**config.mk**
```make
export PLATFORM = sky130hd
export DESIGN_NAME = ins_fetch_unit
export DESIGN_NICKNAME = d
export VERILOG_FILES = /design/src/rtl/ins_fetch_unit_pkg.sv /design/src/rtl/ins_fetch_unit_ins_queue.sv /design/src/rtl/ins_fetch_unit.sv
export SDC_FILE = /design/constraint.sdc
export NUM_CORES = 1
export LEC_CHECK = 0
export CAP_MARGIN = 20
export CORE_MARGIN = 10
export CORE_UTILIZATION = 45
export DETAILED_ROUTE_END_ITERATION = 6
export GPL_TIMING_DRIVEN = 1
export HOLD_SLACK_MARGIN = 0.08
export PLACE_DENSITY_LB_ADDON = 0.08
export SETUP_SLACK_MARGIN = 0.3
export SLEW_MARGIN = 10
export SYNTH_ARGS = -nofsm -noshare
export SYNTH_HDL_FRONTEND = slang
export SYNTH_SLANG_ARGS = --single-unit
```
**constraint.sdc**
```tcl
create_clock -name clk -period 7.5 [get_ports clk]
set_input_delay 1.5 -clock clk [delete_from_list [all_inputs] [get_ports clk]]
set_output_delay 1.5 -clock clk [all_outputs]
set_load 0.01 [all_outputs]
```
**src/rtl/ins_fetch_unit_pkg.sv**
```systemverilog
// ins_fetch_unit_pkg: shared state encoding and constants for the fetch front end
package ins_fetch_unit_pkg;
  typedef enum logic [1:0] {S_IDLE = 2'd0, S_WAIT = 2'd1, S_DROP = 2'd2} if_state_e;
  localparam int unsigned PC_STEP = 4;
endpackage

```
**src/rtl/ins_fetch_unit_ins_queue.sv**
```systemverilog
// ins_fetch_unit_ins_queue: circular instruction FIFO with push/pop/flush and occupancy count
module ins_fetch_unit_ins_queue #(
  parameter int WIDTH = 65,
  parameter int DEPTH = 8
) (
  input  logic                       clk,
  input  logic                       rst,
  input  logic                       rdy,
  input  logic                       push,
  input  logic                       pop,
  input  logic                       flush,
  input  logic [WIDTH-1:0]           din,
  output logic [WIDTH-1:0]           dout,
  output logic [$clog2(DEPTH):0]     count
);
  localparam int PW = $clog2(DEPTH);
  localparam int CW = PW + 1;
  logic [WIDTH-1:0] mem_q [DEPTH];
  logic [PW-1:0] wr_ptr_q, wr_ptr_d, rd_ptr_q, rd_ptr_d;
  logic [CW-1:0] count_q, count_d;
  logic do_push, do_pop;
  always_comb begin
    do_push  = push && !flush;
    do_pop   = pop && !flush && (count_q != '0);
    wr_ptr_d = flush ? '0 : wr_ptr_q + PW'(do_push);
    rd_ptr_d = flush ? '0 : rd_ptr_q + PW'(do_pop);
    count_d  = flush ? '0 : count_q + CW'(do_push) - CW'(do_pop);
  end
  always_ff @(posedge clk or posedge rst) begin
    if (rst) begin
      wr_ptr_q <= '0;
      rd_ptr_q <= '0;
      count_q  <= '0;
    end else if (rdy) begin
      wr_ptr_q <= wr_ptr_d;
      rd_ptr_q <= rd_ptr_d;
      count_q  <= count_d;
    end
  end
  always_ff @(posedge clk) begin
    if (rdy && do_push) mem_q[wr_ptr_q] <= din;
  end
  assign dout  = mem_q[rd_ptr_q];
  assign count = count_q;
endmodule

```
**src/rtl/ins_fetch_unit.sv**
```systemverilog
// ins_fetch_unit: fetch PC + single-outstanding ICache request FSM feeding an instruction queue
module ins_fetch_unit
  import ins_fetch_unit_pkg::*;
#(
  parameter int              ADDR_W      = 32,
  parameter int              INS_W       = 32,
  parameter int              QUEUE_DEPTH = 8,
  parameter logic [ADDR_W-1:0] RESET_PC  = '0
) (
  input  logic              clk,
  input  logic              rst,
  input  logic              rdy,
  output logic              icache_req_valid,
  output logic [ADDR_W-1:0] icache_req_addr,
  input  logic              icache_resp_valid,
  input  logic [INS_W-1:0]  icache_resp_ins,
  output logic [ADDR_W-1:0] pred_pc,
  output logic [INS_W-1:0]  pred_ins,
  input  logic              pred_taken,
  input  logic [ADDR_W-1:0] pred_target,
  output logic              issue_valid,
  input  logic              issue_ready,
  output logic [INS_W-1:0]  issue_ins,
  output logic [ADDR_W-1:0] issue_pc,
  output logic              issue_pred_taken,
  input  logic              rollback,
  input  logic [ADDR_W-1:0] rollback_pc
);
  localparam int CW = $clog2(QUEUE_DEPTH) + 1;
  localparam int EW = ADDR_W + INS_W + 1;
  if_state_e state_q, state_d;
  logic [ADDR_W-1:0] fetch_pc_q, fetch_pc_d, req_addr_q, req_addr_d;
  logic req_valid_q, req_valid_d;
  logic push, pop;
  logic [CW-1:0] count;
  logic [EW-1:0] head;
  always_comb begin
    state_d     = state_q;
    fetch_pc_d  = fetch_pc_q;
    req_addr_d  = req_addr_q;
    req_valid_d = req_valid_q;
    push        = 1'b0;
    if (rollback) begin
      fetch_pc_d  = rollback_pc;
      req_valid_d = 1'b0;
      state_d     = (state_q == S_IDLE || icache_resp_valid) ? S_IDLE : S_DROP;
    end else if (state_q == S_IDLE) begin
      if (count < CW'(QUEUE_DEPTH)) begin
        state_d     = S_WAIT;
        req_valid_d = 1'b1;
        req_addr_d  = fetch_pc_q;
      end
    end else if (icache_resp_valid) begin
      state_d     = S_IDLE;
      req_valid_d = 1'b0;
      // a word returned in DROP belongs to the flushed path and is discarded
      if (state_q == S_WAIT) begin
        push       = 1'b1;
        fetch_pc_d = pred_taken ? pred_target : fetch_pc_q + ADDR_W'(PC_STEP);
      end
    end
  end
  always_ff @(posedge clk or posedge rst) begin
    if (rst) begin
      state_q     <= S_IDLE;
      fetch_pc_q  <= RESET_PC;
      req_addr_q  <= RESET_PC;
      req_valid_q <= 1'b0;
    end else if (rdy) begin
      state_q     <= state_d;
      fetch_pc_q  <= fetch_pc_d;
      req_addr_q  <= req_addr_d;
      req_valid_q <= req_valid_d;
    end
  end
  assign pop = issue_valid && issue_ready && !rollback;
  ins_fetch_unit_ins_queue #(.WIDTH(EW), .DEPTH(QUEUE_DEPTH)) u_queue (
    .clk   (clk),
    .rst   (rst),
    .rdy   (rdy),
    .push  (push),
    .pop   (pop),
    .flush (rollback),
    .din   ({fetch_pc_q, icache_resp_ins, pred_taken}),
    .dout  (head),
    .count (count)
  );
  assign icache_req_valid = req_valid_q;
  assign icache_req_addr  = req_addr_q;
  assign pred_pc          = req_addr_q;
  assign pred_ins         = icache_resp_ins;
  assign issue_valid      = count != '0;
  assign {issue_pc, issue_ins, issue_pred_taken} = head;
endmodule

```
==> flow_summary.rst, run 1 <==
.. list-table::
   :header-rows: 1

   * - Metric
     - Value
   * - Worst Hold Class
     - flip-flop to flip-flop
   * - Cell family contributing the most delay on the critical path
     - flip-flops
   * - Count of flip-flops with a built-in enable after synthesis
     - 520
   * - Share of the cycle needed by the critical path after routing
     - 65.8%
   * - Outcome
     - finished clean
   * - Total Nets Final
     - 1626
   * - Cts repair resizes
     - 0
   * - Unrepaired setup endpoints after global routing
     - no
   * - Number of CTS-inserted buffers
     - 60
   * - Global-route wire length before repair
     - just under 90000 µm
   * - Cells taking the most area after synthesis
     - sky130_fd_sc_hd__edfxtp_1 64%, sky130_fd_sc_hd__mux4_2 12%, sky130_fd_sc_hd__dfrtp_1 7.8%
   * - Arrival time reported for the critical path endpoint
     - between 3 and 4 ns
   * - Register area share after synthesis
     - about 72%
   * - Buffers and inverters on the worst path
     - 2
   * - Final critical path time including I/O delays and setup
     - between 4 and 5 ns
   * - # DRC
     - 0
   * - Routed via count
     - 12778
   * - Maximum number of pins on one net before global-route repair
     - 73
   * - Worst Path Required
     - 6.00 ns
   * - Final ANT Viol Nets
     - 0
   * - CTS max path bufs
     - 3
   * - Post-synthesis cell area
     - roughly 24000 µm²
   * - CTS tree
     - yes
   * - Fmax achieved
     - 0.203 GHz
   * - Overall overflow remaining after global route
     - 0
   * - Final Hold Fails
     - 0
   * - Worst slack after detailed placement
     - 2.04 ns
   * - Core box area
     - between 50000 and 60000 µm²
   * - Synth Register Bits
     - around 600
   * - Final setup slack of the worst path
     - 2.56 ns
   * - Minimum hold slack
     - 0.492 ns
   * - Setup Viol. Count Final
     - 0
   * - Die Wd
     - 252 µm
   * - Count of mapped cells out of synthesis
     - 1292
   * - Fraction of post-synthesis cell area in the top cell type by area
     - 64.4%
   * - Port buffer count
     - 265
   * - GRT Overall Usage
     - 18.3%
   * - Clock root cell
     - sky130_fd_sc_hd__clkbuf_16
   * - Net count after synthesis
     - 1404
   * - Quantity of hold-fixing buffers added after cts
     - 0
   * - Die span in y
     - 252 µm
   * - Cell Count Post-Placement
     - 2147
   * - Hpwl dp
     - 34700 µm
   * - Most instantiated library cell after synthesis
     - sky130_fd_sc_hd__edfxtp_1
   * - WS Path Type
     - flip-flop to output port
   * - Crit. End Element
     - output port
   * - Finished Core Util
     - 54.6%
   * - Clock transition at path regs
     - approximately 0.060 ns
   * - Number of diodes added for antenna fixing
     - 0
   * - Synthesis Warnings
     - 0
   * - I/O pin count
     - approximately 270
   * - Worst path slowest cell
     - sky130_fd_sc_hd__dfrtp_4
   * - Max Cap Viol
     - 0
   * - Synth top cells by count
     - 520 x sky130_fd_sc_hd__edfxtp_1, 130 x sky130_fd_sc_hd__mux4_2, 90 x sky130_fd_sc_hd__mux2_2
   * - Number of standard-cell rows in the floorplan
     - 85
   * - Via density
     - about 5.7
   * - Number of antenna violations at the first check in global routing
     - 0
   * - Die area
     - ~64000 µm²
   * - Number of post-CTS setup repair buffers
     - 0
   * - Detailed-routing iteration count for the pre-antenna-repair pass
     - 5
   * - Cells along the critical path
     - buf_12, mux4_2, mux2_2, clkdlybuf4s50_1
   * - Largest stage delay, worst path
     - 1.08 ns
   * - Violation count after the first detailed-routing iteration
     - 961
   * - Weighted congestion at the end of routability-driven global placement
     - 0.828
   * - Worst-path maximum fanout
     - 72
   * - Fin. max-slew vios
     - 0
   * - Top FF cell, synth
     - sky130_fd_sc_hd__edfxtp_1
   * - Leading area contributor after synthesis
     - sky130_fd_sc_hd__edfxtp_1
   * - Transition time at the pin with the least slew margin
     - 1.02 ns
   * - Clock tree skew after final layout
     - 0.0157 ns
   * - Total wire length
     - 57800 µm
   * - Largest voltage drop on the vdd net
     - about 200 µV
   * - Number of global-route vias before repair
     - 13717
   * - PD cells
     - just over 300 nW/µm²
   * - Avg Inst Size Synth
     - around 19 µm²
   * - Clock Sink Count
     - between 500 and 600
   * - Source-to-sink clock delay at the later pin of the worst-skew pair
     - 0.62 ns
   * - Average wire per standard cell
     - 25.6 µm
   * - Area growth from synthesis to layout
     - 20.6%
   * - Ratio of cells with drive above 1 in the final layout
     - 22.7%
   * - Fraction of registers with async set/reset
     - roughly 13%
   * - Relative slew margins
     - a little under a third
   * - Leakage dissipation
     - 0.00949 µW
   * - Startpoint kind of the worst setup timing path
     - flip-flop
   * - Starting utilization of the core area
     - 45.3%
   * - CTS H-tree lvls
     - 2
   * - Yosys cell types
     - 60
   * - Finished Layout Cells
     - 2261
[final cells by class]
| cell class | count | area (µm²) |
|---|---|---|
| Fill cell | 4246 | 24400 |
| Sequential cell | 596 | 17500 |
| Tap cell | 696 | 871 |
| Clock buffer | 80 | 1620 |
| Multi-Input combinational cell | 547 | 5980 |
| Clock inverter | 33 | 268 |
| Timing Repair Buffer | 290 | 2920 |
| Inverter | 19 | 72.6 |
[placed cells by master (no fill, tap or decap), types with 4 or more instances in the layout]
| master | count |
|---|---|
| sky130_fd_sc_hd__nand4_1 | 7 |
| sky130_fd_sc_hd__o21ai_0 | 51 |
| sky130_fd_sc_hd__nor3_1 | 8 |
| sky130_fd_sc_hd__clkbuf_1 | 17 |
| sky130_fd_sc_hd__nor2_1 | 35 |
| sky130_fd_sc_hd__and2_1 | 6 |
| sky130_fd_sc_hd__a21oi_1 | 29 |
| sky130_fd_sc_hd__clkinv_1 | 12 |
| sky130_fd_sc_hd__o2bb2ai_1 | 7 |
| sky130_fd_sc_hd__bufinv_16 | 4 |
| sky130_fd_sc_hd__clkdlybuf4s50_1 | 265 |
| sky130_fd_sc_hd__nand2_1 | 63 |
| sky130_fd_sc_hd__ha_1 | 8 |
| sky130_fd_sc_hd__and3b_1 | 4 |
| sky130_fd_sc_hd__a22o_1 | 5 |
| sky130_fd_sc_hd__buf_12 | 6 |
| sky130_fd_sc_hd__dfrtp_1 | 73 |
| sky130_fd_sc_hd__mux2_2 | 90 |
| sky130_fd_sc_hd__o22ai_1 | 10 |
| sky130_fd_sc_hd__nor4_1 | 4 |
| sky130_fd_sc_hd__clkinv_2 | 12 |
| sky130_fd_sc_hd__inv_1 | 18 |
| sky130_fd_sc_hd__nand3_1 | 10 |
| sky130_fd_sc_hd__clkinvlp_4 | 4 |
| sky130_fd_sc_hd__a31oi_1 | 8 |
| sky130_fd_sc_hd__clkbuf_16 | 61 |
| sky130_fd_sc_hd__a222oi_1 | 4 |
| sky130_fd_sc_hd__mux4_2 | 130 |
| sky130_fd_sc_hd__nor3_2 | 7 |
| sky130_fd_sc_hd__edfxtp_1 | 520 |
| sky130_fd_sc_hd__buf_4 | 19 |
[metrics by stage]
stage / instance area [µm²] / TNS [ns] / power [µW]
2_1_floorplan: 24300 / -192.85 / 5340
3_3_place_gp: 27300 / 0 / 6260
3_5_place_dp: 27300 / 0 / 6270
4_1_cts: 29200 / 0 / 9160
5_1_grt: 29200 / 0 / 9450
6_report: 29200 / 0 / 9020
[worst paths after layout]
kind | startpoint | end | slack, ns | cells after the start
worst min-delay path | u_queue.count[3]$_DFFE_PP0P_ | u_queue.count[3]$_DFFE_PP0P_ | 0.49 | 1
min in group asynchronous | rst | icache_req_addr[27]$_DFFE_PP0P_ | 1.19 | 2
max in group asynchronous | rst | u_queue.rd_ptr_q[0]$_DFFE_PP0P_ | 5.17 | 3
worst min register to register | u_queue.count[3]$_DFFE_PP0P_ | u_queue.count[3]$_DFFE_PP0P_ | 0.49 | 1
worst max register to register | state_q[1]$_DFFE_PP0P_ | u_queue.mem_q[7][23]$_DFFE_PP_ | 4.02 | 6
worst max-delay path | u_queue.rd_ptr_q[1]$_DFFE_PP0P_ | issue_pc[16] | 2.56 | 4
[metal layers]
| layer | global-route usage, % | vias to the layer above | part of all wire (%) |
|---|---|---|---|
| met2 | 30.4 | 380 | 50 |
| met3 | 4.38 | 80 | 6.4 |
| met4 | 4.19 | 0 | 1.8 |
| met1 | 24.0 | 6719 | 42 |
| li1 | - | 5599 | - |
| met5 | 0 | - | 0 |
[flip-flops by register name (all words and copies together) (netlist names)]
name / cells
icache_req_addr: 32
fetch_pc_q: 32
state_q: 2
u_queue.wr_ptr_q: 3
u_queue.rd_ptr_q: 3
u_queue.mem_q: 520
u_queue.count: 4
[power by group]
part | internal [µW] | switching (µW) | leakage (µW)
Sequential | 3860 | 317 | 0.00560
Combinational | 1140 | 840 | 0.00297
Clock | 1650 | 1220 | 0.000914
Total | 6640 | 2370 | 0.00949
[kinds of logic after synthesis]
group	synth area share, %
adders and majority gates	0.495
buffers and inverters	3.39
and+or+nand+nor	3.78
AOI/OAI and AO/OA	3.71
DFF	72.2
xor gates and xnor gates	0.108
muxes	16.3
[worst register-to-register path: cells and delay by family (launching register included)]
family	cells	cell delay [ns]
buffers and inverters	2	1.06
flip-flops	1	0.40
AND/OR/NAND/NOR	4	1.62
Note: power is estimated with default switching activity, not from simulation.
==> run 2: changes to the inputs <==
==> constraint.sdc (replaced) <==
create_clock -name clk -period 4.1 [get_ports clk]
set_input_delay 0.82 -clock clk [delete_from_list [all_inputs] [get_ports clk]]
set_output_delay 0.82 -clock clk [all_outputs]
set_load 0.01 [all_outputs]
==> flow_summary.rst, run 2 (synthesized netlist as in run 1, its figures left out) <==
.. list-table::
   :header-rows: 1

   * - Metric
     - Value
   * - Number of diodes added for antenna fixing
     - 0 (unchanged)
   * - Finished Layout Cells
     - 2282 (+0.93%)
   * - Setup slack, reg-to-reg
     - 1.51 ns (-2.51 ns)
   * - PD cells
     - 563 nW/µm² (+83%)
   * - Setup Viol. Count Final
     - 0 (unchanged)
   * - WL met2
     - 28300 µm (-1.4%)
   * - Leakage dissipation
     - 0.00967 µW (+1.9%)
   * - Fmax achieved
     - 0.270 GHz
   * - Minimum hold slack
     - 0.482 ns (-0.0108 ns)
   * - Ratio of cells with drive above 1 in the final layout
     - 24.0% (+1.3 points)
   * - Number of CTS-inserted buffers
     - 61 (+1.7%)
   * - Port buffer count
     - 265 (unchanged)
   * - Startpoint kind of the worst setup timing path
     - flip-flop
   * - Worst Path Required
     - 3.28 ns (-2.72 ns)
   * - Number of standard-cell rows in the floorplan
     - 85 (unchanged)
   * - Highest metal used
     - met4
   * - Reg2reg start
     - fetch_pc_q[3]$_DFFE_PP0P_
   * - Worst Hold Class
     - flip-flop to flip-flop
   * - Total Nets Final
     - 1648 (+1.4%)
   * - Relative slew margins
     - 38.7% (+6.8 points)
   * - Unrepaired setup endpoints after global routing
     - no
   * - Largest Register
     - u_queue.mem_q
   * - Die area
     - 63600 µm² (unchanged)
   * - Weighted congestion at the end of routability-driven global placement
     - 0.794 (-4.1%)
   * - Largest voltage drop on the vdd net
     - 374 µV (+89%)
   * - Transition time at the pin with the least slew margin
     - 0.919 ns (-0.0987 ns)
   * - Source-to-sink clock delay at the later pin of the worst-skew pair
     - 0.63 ns (about the same)
   * - Area growth from synthesis to layout
     - 22.5%
   * - Global-route wire length before repair
     - 88100 µm (+0.22%)
   * - Detailed route wirelength on metal3
     - 3390 µm (-8.7%)
   * - Clock root cell
     - sky130_fd_sc_hd__clkbuf_16
   * - Clock tree skew after final layout
     - 0.0341 ns (+0.0183 ns)
   * - Max Cap Viol
     - 0 (unchanged)
   * - Hpwl dp
     - 35400 µm (+1.8%)
   * - Cell Count Post-Placement
     - 2165 (+0.84%)
   * - Leading cell types in the layout, fill and taps excluded
     - 520 x sky130_fd_sc_hd__edfxtp_1, 264 x sky130_fd_sc_hd__clkdlybuf4s50_1, 130 x sky130_fd_sc_hd__mux4_2
   * - Endpoint of the most critical register-to-register path
     - fetch_pc_q[30]$_DFFE_PP0P_
   * - Total wire length
     - 57900 µm (about the same)
   * - Arrival time reported for the critical path endpoint
     - 2.88 ns (-0.56 ns)
   * - Overall overflow remaining after global route
     - 0 (unchanged)
   * - Number of global-route vias before repair
     - 13798 (+0.59%)
   * - Die Wd
     - 252 µm (unchanged)
   * - Share of the cycle needed by the critical path after routing
     - 90.4%
   * - WS Path Type
     - flip-flop to output port
   * - Quantity of hold-fixing buffers added after cts
     - 0 (unchanged)
   * - I/O pin count
     - 266 (unchanged)
   * - Starting utilization of the core area
     - 45.3% (unchanged)
   * - Maximum number of pins on one net before global-route repair
     - 66 (-9.6%)
   * - Number of antenna violations at the first check in global routing
     - 0 (unchanged)
   * - Post-Layout Inst Area
     - 29700 µm² (+1.6%)
   * - Crit. End Element
     - output port
   * - Outcome
     - finished clean
   * - Detailed-routing iteration count for the pre-antenna-repair pass
     - 5 (unchanged)
   * - Largest register FFs
     - 520 (unchanged)
   * - Placed standard-cell area
     - 27700 µm² (+1.4%)
   * - Setup crit start
     - u_queue.rd_ptr_q[1]$_DFFE_PP0P_
   * - Final ANT Viol Nets
     - 0 (unchanged)
   * - CTS H-tree lvls
     - 2 (unchanged)
   * - Routed via count
     - 12908 (+1.0%)
   * - CTS max path bufs
     - 3 (unchanged)
   * - Clock Sink Count
     - 596 (unchanged)
   * - Fin. max-slew vios
     - 0 (unchanged)
   * - R2R depth
     - 6 (unchanged)
   * - Die span in y
     - 252 µm (unchanged)
   * - Final critical path time including I/O delays and setup
     - 3.70 ns
   * - GRT Overall Usage
     - 18.3% (about the same)
   * - Routed met1 length
     - 25200 µm (+3.3%)
   * - Capture point of the critical path
     - issue_pc[24]
   * - Leading cell type in the layout, fill and taps excluded
     - sky130_fd_sc_hd__edfxtp_1
   * - Total power
     - 16700 µW (+85%)
   * - Worst hold path stage count
     - 1 (unchanged)
   * - Core box area
     - 53600 µm² (unchanged)
   * - Via density
     - 5.66 (about the same)
   * - # DRC
     - 0 (unchanged)
   * - CTS tree
     - yes
   * - Average wire per standard cell
     - 25.4 µm (-0.82%)
   * - Clock transition at path regs
     - 0.06 ns (about the same)
   * - Final Hold Fails
     - 0 (unchanged)
   * - Worst-path maximum fanout
     - 19 (-74%)
   * - Violation count after the first detailed-routing iteration
     - 1046 (+8.8%)
## run 2: layout make-up
cell class / instances / area (µm²)
flip-flops and latches: 596 / 17500
multi-input cells: 547 / 6040
clock inverters: 31 / 258
well taps: 696 / 871
repair buffers: 311 / 3280
inverters: 19 / 72.6
clock buffers: 82 / 1660
fillers: 4266 / 23900
## run 2: power breakdown
part | internal [µW] | switching (µW)
Combinational | 2240 | 1600
Sequential | 7060 | 547
Clock | 3020 | 2260
Total | 12300 | 4410
## run 2: stage by stage
step                      setup slack (ns)  setup TNS [ns]  util, %
after floorplan                     -0.452         -108.20        -
after global placement               0.770               0     51.7
after detailed placement             0.693               0     51.7
after CTS                            0.333               0     55.4
after global routing                 0.329               0     55.4
final                                0.395               0     55.4
## run 2: critical path, stage by stage, from the launching register on
cell,delay (ns)
sky130_fd_sc_hd__dfrtp_4,0.66
sky130_fd_sc_hd__buf_4,0.38
sky130_fd_sc_hd__mux4_2,0.37
sky130_fd_sc_hd__mux2_2,0.34
sky130_fd_sc_hd__clkdlybuf4s50_1,0.50
## run 2: timing repair
action,in CTS,in global routing
buffers inserted,4,0
endpoints found under the setup margin,62,0
resized for setup,0,0
## run 2: layer usage
| metal | global-route usage [%] | vias up |
|---|---|---|
| met5 | 0 | - |
| met3 | 3.95 | 77 |
| li1 | - | 5646 |
| met2 | 30.1 | 407 |
| met1 | 24.8 | 6778 |
| met4 | 3.88 | 0 |
## run 2: how the worst min path moves through the flow
stage,endpoint,start
after floorplan,u_queue.count[3]$_DFFE_PP0P_,u_queue.count[3]$_DFFE_PP0P_
after global placement,u_queue.count[3]$_DFFE_PP0P_,u_queue.count[3]$_DFFE_PP0P_
after detailed placement,u_queue.count[3]$_DFFE_PP0P_,u_queue.count[3]$_DFFE_PP0P_
after CTS,u_queue.count[3]$_DFFE_PP0P_,u_queue.count[3]$_DFFE_PP0P_
after global routing,u_queue.count[3]$_DFFE_PP0P_,u_queue.count[3]$_DFFE_PP0P_
final,u_queue.count[3]$_DFFE_PP0P_,u_queue.count[3]$_DFFE_PP0P_
==> run 3: changes to the inputs <==
--- a/config.mk
+++ b/config.mk
@@ -13,6 +13,7 @@
 export HOLD_SLACK_MARGIN = 0.08
 export PLACE_DENSITY_LB_ADDON = 0.08
 export SETUP_SLACK_MARGIN = 0.3
+export SKIP_LAST_GASP = 1
 export SLEW_MARGIN = 10
 export SYNTH_ARGS = -nofsm -noshare
 export SYNTH_HDL_FRONTEND = slang
==> results of run 3 <==
The final DEF is identical to that of run 2; final timing and power are the same.
